**config.mk**
```make
export PLATFORM = sky130hd
export DESIGN_NAME = riscv_fpu_writeback
export DESIGN_NICKNAME = d
export VERILOG_FILES = /design/src/rtl/riscv_fpu_writeback.sv
export SDC_FILE = /design/constraint.sdc
export NUM_CORES = 1
export LEC_CHECK = 0
export ABC_AREA = 1
export CORE_MARGIN = 5
export CORE_UTILIZATION = 50
export CTS_CLUSTER_DIAMETER = 120
export DETAILED_ROUTE_END_ITERATION = 7
export DONT_BUFFER_PORTS = 1
export PLACE_DENSITY = 0.71
export RECOVER_POWER = 50
export SYNTH_ARGS = -nofsm -noshare
export SYNTH_HDL_FRONTEND = slang
export SYNTH_SLANG_ARGS = --single-unit
```
**constraint.sdc**
```tcl
create_clock -name clk -period 12.7 [get_ports clk]
set_clock_uncertainty 0.15 [all_clocks]
set_input_delay 2.54 -clock clk [delete_from_list [all_inputs] [get_ports clk]]
set_output_delay 2.54 -clock clk [all_outputs]
set_load 0.03 [all_outputs]
```
**src/rtl/riscv_fpu_writeback.sv**
```systemverilog
// FPU writeback stage: result FIFO, NaN-boxing / sign-extension, RF write ports
// and the sticky fcsr (fflags/frm) state.
module riscv_fpu_writeback #(
    parameter int XLEN  = 64,
    parameter int DEPTH = 2
) (
    input  logic            clk,
    input  logic            rst,
    input  logic            in_valid,
    output logic            in_ready,
    input  logic [4:0]      in_rd,
    input  logic [XLEN-1:0] in_result,
    input  logic [4:0]      in_flags,
    input  logic            in_is_double,
    input  logic            in_to_int,
    input  logic            wb_stall,
    output logic            fp_wr_en,
    output logic [4:0]      fp_wr_addr,
    output logic [XLEN-1:0] fp_wr_data,
    output logic            int_wr_en,
    output logic [4:0]      int_wr_addr,
    output logic [XLEN-1:0] int_wr_data,
    input  logic            csr_we,
    input  logic [11:0]     csr_addr,
    input  logic [7:0]      csr_wdata,
    output logic [7:0]      csr_rdata,
    output logic [2:0]      frm,
    output logic            frm_invalid,
    output logic            fs_dirty
);

    localparam int AW = (DEPTH > 1) ? $clog2(DEPTH) : 1;
    localparam logic [AW:0] FULL_CNT = (AW + 1)'(DEPTH);

    typedef struct packed {
        logic [4:0]      rd;
        logic [XLEN-1:0] result;
        logic [4:0]      flags;
        logic            is_double;
        logic            to_int;
    } entry_t;

    entry_t        mem [DEPTH];
    entry_t        head;
    logic [AW-1:0] wptr, rptr;
    logic [AW:0]   count;
    logic          empty, full, push, head_fire;
    logic [31:0]   lo;
    logic [4:0]    fflags, fflags_nxt;
    logic [2:0]    frm_nxt;
    logic          dirty_nxt, csr_hit, csr_ff, csr_fr;

    assign head      = mem[rptr];
    assign empty     = (count == '0);
    assign full      = (count == FULL_CNT);
    assign in_ready  = !rst && !full;
    assign push      = in_valid && in_ready;
    assign head_fire = !empty && !wb_stall;
    assign lo        = head.result[31:0];

    assign fp_wr_en    = head_fire && !head.to_int;
    assign int_wr_en   = head_fire && head.to_int && (head.rd != 5'd0);
    assign fp_wr_addr  = empty ? 5'd0 : head.rd;
    assign int_wr_addr = empty ? 5'd0 : head.rd;

    // Singles are NaN-boxed for the FP file and sign-extended for the int file
    always_comb begin
        fp_wr_data  = '0;
        int_wr_data = '0;
        if (!empty) begin
            fp_wr_data  = head.is_double ? head.result
                                         : {{(XLEN-32){1'b1}}, lo};
            int_wr_data = head.is_double ? head.result
                                         : {{(XLEN-32){lo[31]}}, lo};
        end
    end

    always_ff @(posedge clk) begin
        if (push)
            mem[wptr] <= '{rd: in_rd, result: in_result, flags: in_flags,
                           is_double: in_is_double, to_int: in_to_int};
    end

    always_ff @(posedge clk or posedge rst) begin
        if (rst) begin
            wptr  <= '0;
            rptr  <= '0;
            count <= '0;
        end else begin
            if (push)
                wptr <= wptr + 1'b1;
            if (head_fire)
                rptr <= rptr + 1'b1;
            if (push && !head_fire)
                count <= count + 1'b1;
            else if (!push && head_fire)
                count <= count - 1'b1;
        end
    end

    assign csr_hit = csr_we && (csr_addr >= 12'h001) && (csr_addr <= 12'h003);
    assign csr_ff  = csr_we && (csr_addr == 12'h001 || csr_addr == 12'h003);
    assign csr_fr  = csr_we && (csr_addr == 12'h002 || csr_addr == 12'h003);

    // A retiring op's flags are ORed in even over a same-edge CSR write
    always_comb begin
        fflags_nxt = csr_ff ? csr_wdata[4:0] : fflags;
        if (head_fire)
            fflags_nxt = fflags_nxt | head.flags;
        frm_nxt = frm;
        if (csr_fr)
            frm_nxt = (csr_addr == 12'h003) ? csr_wdata[7:5] : csr_wdata[2:0];
        dirty_nxt = fp_wr_en || csr_hit ||
                    (head_fire && ((head.flags & ~fflags) != 5'd0));
    end

    always_ff @(posedge clk or posedge rst) begin
        if (rst) begin
            fflags   <= '0;
            frm      <= '0;
            fs_dirty <= 1'b0;
        end else begin
            fflags   <= fflags_nxt;
            frm      <= frm_nxt;
            fs_dirty <= dirty_nxt;
        end
    end

    always_comb begin
        case (csr_addr)
            12'h001: csr_rdata = {3'b000, fflags};
            12'h002: csr_rdata = {5'b00000, frm};
            12'h003: csr_rdata = {frm, fflags};
            default: csr_rdata = 8'h00;
        endcase
    end

    assign frm_invalid = (frm >= 3'd5);

endmodule

```
==> summary.md, run 1 <==
| Metric | Value |
|---|---|
| Slowest stage delay, CP | `~0.64 ns` |
| Data required time of the critical path | `10.01 ns` |
| Die ar. | `17000 um^2` |
| Net count after synthesis | `726` |
| Root buffer cell | `clkbuf_16` |
| Gpl congestion | `around 0.78` |
| Routed wire length per instance | `19.0 um` |
| Fmax | `between 0.1 and 0.15 GHz` |
| Arrival @ worst endpoint | `4.23 ns` |
| Post-cts sizing count | `0` |
| H-tree lvl count | `4` |
| FF-to-FF path depth | `5` |
| Post-synth top cells | `152 x edfxtp_1, 119 x nand2_1, 73 x a21oi_1` |
| Hold_sp | `fflags[2]$_DFF_PP0_` |
| Remaining antenna violation count | `0` |
| Core area | `~14000 um^2` |
| Number of global-route vias before repair | `4362` |
| Layout cells sized above 1 | `a little under a fifth` |
| EDFF count, synth | `152` |
| Netlist cell types | `26` |
| FF-to-FF End | `mem[0][63]$_DFFE_PP_` |
| Remaining DRCs | `0` |
| Vias per cell | `5.53` |
| Synth area leaders | `edfxtp_1 63%, nand2_1 6.2%, a21oi_1 5.0%, dfrtp_1 4.5%, buf_4 4.3%` |
| Synth warn | `0` |
| Worst r2r src | `count[0]$_DFFE_PP0P_` |
| Initial antenna violation count | `0` |
| Critical Path Fanout Max | `14` |
| Clock latency on the worst-skew pair | `~0.41 ns` |
| Slew headroom | `-95.7%` |
| RSZ-0062 raised after global routing | `false` |
| Tightest Hold Check Type | `register to register` |
| Biggest area consumer among synthesized cells | `edfxtp_1` |
| Via Count | `4456` |
| Setup crit start kind | `input pin` |
| Die X | `130 um` |
| Synth Cell Area | `7260 um^2` |
| CP cell instances | `nor2_1 > nand2_1 > nor2_1 > nand2_1 > o22ai_1` |
| Die height | `between 100 and 150 um` |
| Gr ovfl total | `0` |
| Top_reg_cell synth | `edfxtp_1` |
| Initial DRT Pass Iterations | `4` |
| PortBufs | `0` |
| Fillers | `roughly 1200` |
| Area growth, synth to finish | `9.16%` |
| TritonCTS clock tree | `yes` |
| Sequential Area | `4890 um^2` |
| Total track usage | `17.8%` |
| Top-count cell post-synth | `edfxtp_1` |
| Syn_area_per_cell | `11.6 um^2` |
| Cts bufs inserted | `17` |
| Fin. max-slew vios | `between 60 and 70` |
| Global-route wire length before repair | `22800 um` |
| Final #Nets | `711` |
| Share of the synthesized area in the top cell type | `62.9%` |
| Max-cap violations | `2` |
| Final hold violations | `0` |
| Setup tns final | `0 ns` |
| DP Wirelength | `9930 um` |
| Synthesis-stage register bit count | `165` |
| Reg clk slew, reported paths | `around 0.07 ns` |
| Outcome | `finished with violations` |
| Final setup violation count | `0` |
| CTS sink cnt | `165` |
| Detailed Route WL | `15300 um` |
| Area occupied by multi-input gates | `between 1500 and 2000 um^2` |
| Worst reg2reg setup slack | `7.79 ns` |
| Seq/Total Area, Yosys | `67.4%` |
| Initial DRC Count | `314` |
| Least-Margin Pin Slew | `~2.9 ns` |
| Post-synth ARST share | `7.88%` |
| Crit share post-route | `54.5%` |
| Clk buf depth | `2` |
| N_diodes | `0` |
| Crit path kind | `input pin to output port` |
| Post-Syn Instances | `624` |
| Starting density of the core | `~50%` |
| Critical Path Sink Type | `output port` |
| Buffer count from post-CTS setup fixing | `0` |
| WHS Path Cells | `2` |
| Violations in the final reports | `max-capacitance violations, max-slew violations` |
| Pin count of the biggest net entering global routing | `103` |
| Row cnt | `44` |
| Period minus WS final | `approximately 6.9 ns` |
| Hold_buf cts | `0` |
| Io pins | `255` |
| Critical-path top delay cell | `o22ai_1` |
| Worst Hold Endpoint | `fflags[2]$_DFF_PP0_` |
state kept, by name (all words and copies together) (netlist names):
| name | cells |
|---|---|
| mem | 152 |
| fs_dirty | 1 |
| count | 2 |
| fflags | 5 |
| rptr | 1 |
| frm | 3 |
| wptr | 1 |
cells by family (layout without fill, tap and decap cells):
group	after synthesis	after routing	synth area share, %
buffers and inverters	106	104	8.36
adders and majority gates	1	1	0.172
AOI/OAI and AO/OA	144	144	11.2
xor gates and xnor gates	4	4	0.483
and+or+nand+nor	204	204	12.4
DFF	165	165	67.4
area by class of cell:
| class | count | share of cell area, % |
|---|---|---|
| Inverter | 30 | 1.42 |
| Timing Repair Buffer | 42 | 4.23 |
| Clock buffer | 17 | 5.37 |
| Multi-Input combinational cell | 353 | 22.4 |
| Tap cell | 184 | 2.91 |
| Clock inverter | 15 | 1.94 |
| Sequential cell | 165 | 61.7 |
worst max-delay path by stage:
stage | startpoint | endpoint | slack, ns | cells past startpoint
final | csr_addr[8] | csr_rdata[0] | 5.78 | 5
after global routing | csr_addr[11] | csr_rdata[0] | 5.60 | 5
after CTS | csr_addr[8] | csr_rdata[0] | 5.81 | 5
after detailed placement | csr_addr[8] | csr_rdata[0] | 5.80 | 5
after global placement | csr_addr[8] | csr_rdata[0] | 5.89 | 5
after floorplan | rst | mem[0][0]$_DFFE_PP_ | 5.52 | 3
layer usage:
layer | vias to the layer above | GRT usage (%) | part of all wire (%)
li1 | 2130 | - | -
met1 | 2091 | 19.5 | 37
met2 | 218 | 30.5 | 51
met3 | 17 | 8.29 | 11
met4 | 0 | 6.29 | 1.2
met5 | - | 0 | 0
stage by stage:
step	std cells	utilization (%)	hold WS, ns	worst slack (ns)	area, um^2
floorplan	624	-	0.302	5.52	7260
global placement	773	51.0	0.318	5.89	7330
detailed placement	773	51.0	0.325	5.80	7330
CTS	805	55.0	0.340	5.81	7910
global route	806	55.1	0.366	5.60	7920
finish	806	55.1	0.337	5.78	7920
cells in the final DEF (no fill, tap or decap), types with 3 or more instances in the layout:
cell type / count
nand3_1: 20
inv_6: 4
edfxtp_1: 152
clkinv_2: 4
a211oi_1: 31
or2_2: 33
a21oi_1: 73
o21ai_0: 35
dfrtp_1: 12
buf_4: 41
nand2_1: 118
nand3b_1: 3
clkbuf_16: 17
o22ai_1: 3
nor2_1: 20
nand4_1: 5
inv_1: 29
worst max-delay path: cells and delay by family:
kind | cells | cell delay, ns
AO/OA/AOI/OAI | 1 | 0.64
AND/OR/NAND/NOR | 4 | 1.05
Power of run 1 is left out: the tool's default activity adds up to more than one toggle a clock period on the data nets, which glitch-free logic cannot reach.
==> inputs of run 2 (changes only) <==
--- a/config.mk
+++ b/config.mk
@@ -11,7 +11,7 @@
 export CTS_CLUSTER_DIAMETER = 120
 export DETAILED_ROUTE_END_ITERATION = 7
 export DONT_BUFFER_PORTS = 1
-export PLACE_DENSITY = 0.71
+export PLACE_DENSITY = 0.74
 export RECOVER_POWER = 50
 export SYNTH_ARGS = -nofsm -noshare
 export SYNTH_HDL_FRONTEND = slang
==> constraint.sdc (replaced) <==
create_clock -name clk -period 5.7 [get_ports clk]
set_clock_uncertainty 0.15 [all_clocks]
set_input_delay 1.14 -clock clk [delete_from_list [all_inputs] [get_ports clk]]
set_output_delay 1.14 -clock clk [all_outputs]
set_load 0.03 [all_outputs]
==> summary.md, run 2 (synthesis gave the netlist of run 1 again) <==
| Metric | Value |
|---|---|
| Remaining DRCs | `0` |
| Vias per cell | `~5.5` |
| Global-route wire length before repair | `23700 um` |
| Most frequent cells in the layout | `152 x edfxtp_1, 118 x nand2_1, 72 x a21oi_1, 72 x buf_4, 35 x o21ai_0` |
| Post-cts sizing count | `0` |
| Die height | `130 um` |
| Area growth, synth to finish | `13.5%` |
| Tightest Hold Check Type | `register to register` |
| Gr ovfl total | `0` |
| Fin. max-slew vios | `78` |
| Pin count of the biggest net entering global routing | `79` |
| Final core utilization | `57.3%` |
| Setup tns final | `0 ns` |
| Worst Hold Endpoint | `fflags[1]$_DFF_PP0_` |
| Top Registers | `mem (152), fflags (5), frm (3)` |
| Io pins | `about 260` |
| DP Wirelength | `10600 um` |
| Initial antenna violation count | `0` |
| RSZ-0062 raised after global routing | `false` |
| H-tree lvl count | `4` |
| Root buffer cell | `clkbuf_16` |
| Critical Path Sink Type | `output port` |
| Initial DRT Pass Iterations | `4` |
| Fillers | `1157` |
| Commonest non-fill, non-tap cell in the layout | `edfxtp_1` |
| Pre-CTS WS | `1.60 ns` |
| Remaining antenna violation count | `0` |
| Total track usage | `18.4%` |
| Cts bufs inserted | `17` |
| Worst Path Buf+Inv | `2` |
| N_diodes | `0` |
| Gpl congestion | `0.824` |
| FF-to-FF path depth | `5` |
| Placed Area | `between 7000 and 8000 um^2` |
| Crit path kind | `register to output port` |
| Period minus WS final | `4.10 ns` |
| Slew headroom | `-45.2%` |
| WHS Path Cells | `2` |
| Data required time of the critical path | `about 4.4 ns` |
| Largest Register | `mem` |
| Crit share post-route | `71.9%` |
| CP cell instances | `buf_4 > nand2_1 > nand2_1 > nor2_2 > a211oi_1 > buf_4` |
| Max-cap violations | `2` |
| Clock latency on the worst-skew pair | `~0.42 ns` |
| Worst reg2reg setup slack | `between 1.5 and 2 ns` |
| Reg clk slew, reported paths | `~0.060 ns` |
| Outcome | `finished with violations` |
| Via Count | `4578` |
| Core area | `14400 um^2` |
| Detailed Route WL | `roughly 16000 um` |
| Finished Cell Area | `8240 um^2` |
| Max FFs per register | `152` |
| Worst r2r src | `count[0]$_DFFE_PP0P_` |
| Starting density of the core | `50.5%` |
| Slowest stage delay, CP | `0.95 ns` |
| Fmax | `0.244 GHz` |
| Critical path's top delay family | `simple AND/OR/NAND/NOR gates` |
| PortBufs | `0` |
| Row cnt | `44` |
| Die ar. | `approximately 17000 um^2` |
| Critical-path top delay cell | `nor2_2` |
| Clk buf depth | `2` |
| Final #Nets | `743` |
| Layout cells sized above 1 | `22.0%` |
| Number of global-route vias before repair | `4540` |
| CTS sink cnt | `165` |
| Least-Margin Pin Slew | `2.18 ns` |
| Final worst slack | `1.60 ns` |
| Die X | `130 um` |
| Initial DRC Count | `between 200 and 300` |
| Hold_sp | `fflags[1]$_DFF_PP0_` |
| Critical Path Fanout Max | `78` |
| Hold_buf cts | `0` |
| Final setup violation count | `0` |
| Buffer count from post-CTS setup fixing | `0` |
| Routed wire length per instance | `18.8 um` |
| TritonCTS clock tree | `yes` |
| Violations in the final reports | `max-capacitance violations, max-slew violations` |
| Final hold violations | `0` |
| Arrival @ worst endpoint | `2.81 ns` |
| Setup crit start kind | `register` |
| FF-to-FF End | `mem[1][63]$_DFFE_PP_` |
-- run 2: cell types whose count changed in the layout (fill, tap and decap cells not counted), sizes merged --
cell	previous run	this run
clkbuf	17	22
buf	42	72
clkinv	6	3
inv	35	31
bufinv	2	6
-- run 2: metal layers --
layer	part of all wire, %	global-route usage (%)	up-vias
li1	-	-	2198
met1	38	19.7	2180
met2	52	33.6	187
met3	9.3	6.91	13
met4	1.0	5.93	0
met5	0	0	-
-- run 2: cell type report --
cell class / instances / area (um^2) / share of cell area, %
Sequential cell: 165 / 4890 / 59.4
Tap cell: 184 / 230 / 2.80
Inverter: 30 / 113 / 1.37
Timing Repair Buffer: 74 / 548 / 6.65
Clock inverter: 12 / 226 / 2.75
Multi-Input combinational cell: 353 / 1790 / 21.8
Clock buffer: 20 / 437 / 5.30
-- run 2: how the worst max path moves through the flow --
stage | start | to | slack (ns) | depth (start not counted)
2_1_floorplan | rst | mem[0][0]$_DFFE_PP_ | -0.08 | 3
3_3_place_gp | csr_addr[11] | csr_rdata[1] | 1.70 | 5
3_5_place_dp | csr_addr[4] | csr_rdata[1] | 1.60 | 5
4_1_cts | rptr$_DFFE_PP0P_ | int_wr_addr[4] | 1.56 | 4
5_1_grt | rptr$_DFFE_PP0P_ | int_wr_data[49] | 1.36 | 6
6_report | rptr$_DFFE_PP0P_ | int_wr_data[40] | 1.60 | 6
-- run 2: through the flow --
stage               hold slack, ns  cells
global placement             0.316    806
floorplan                    0.302    624
detailed placement           0.319    806
finish                       0.333    838
global route                 0.375    838
CTS                          0.335    838
-- run 2: tightest hold or removal path, cell delays in order, from the launching register on --
cell,delay [ns]
dfrtp_1,0.34
nand2_1,0.05
nand3_1,0.05
Power of run 2 is left out for the same reason.
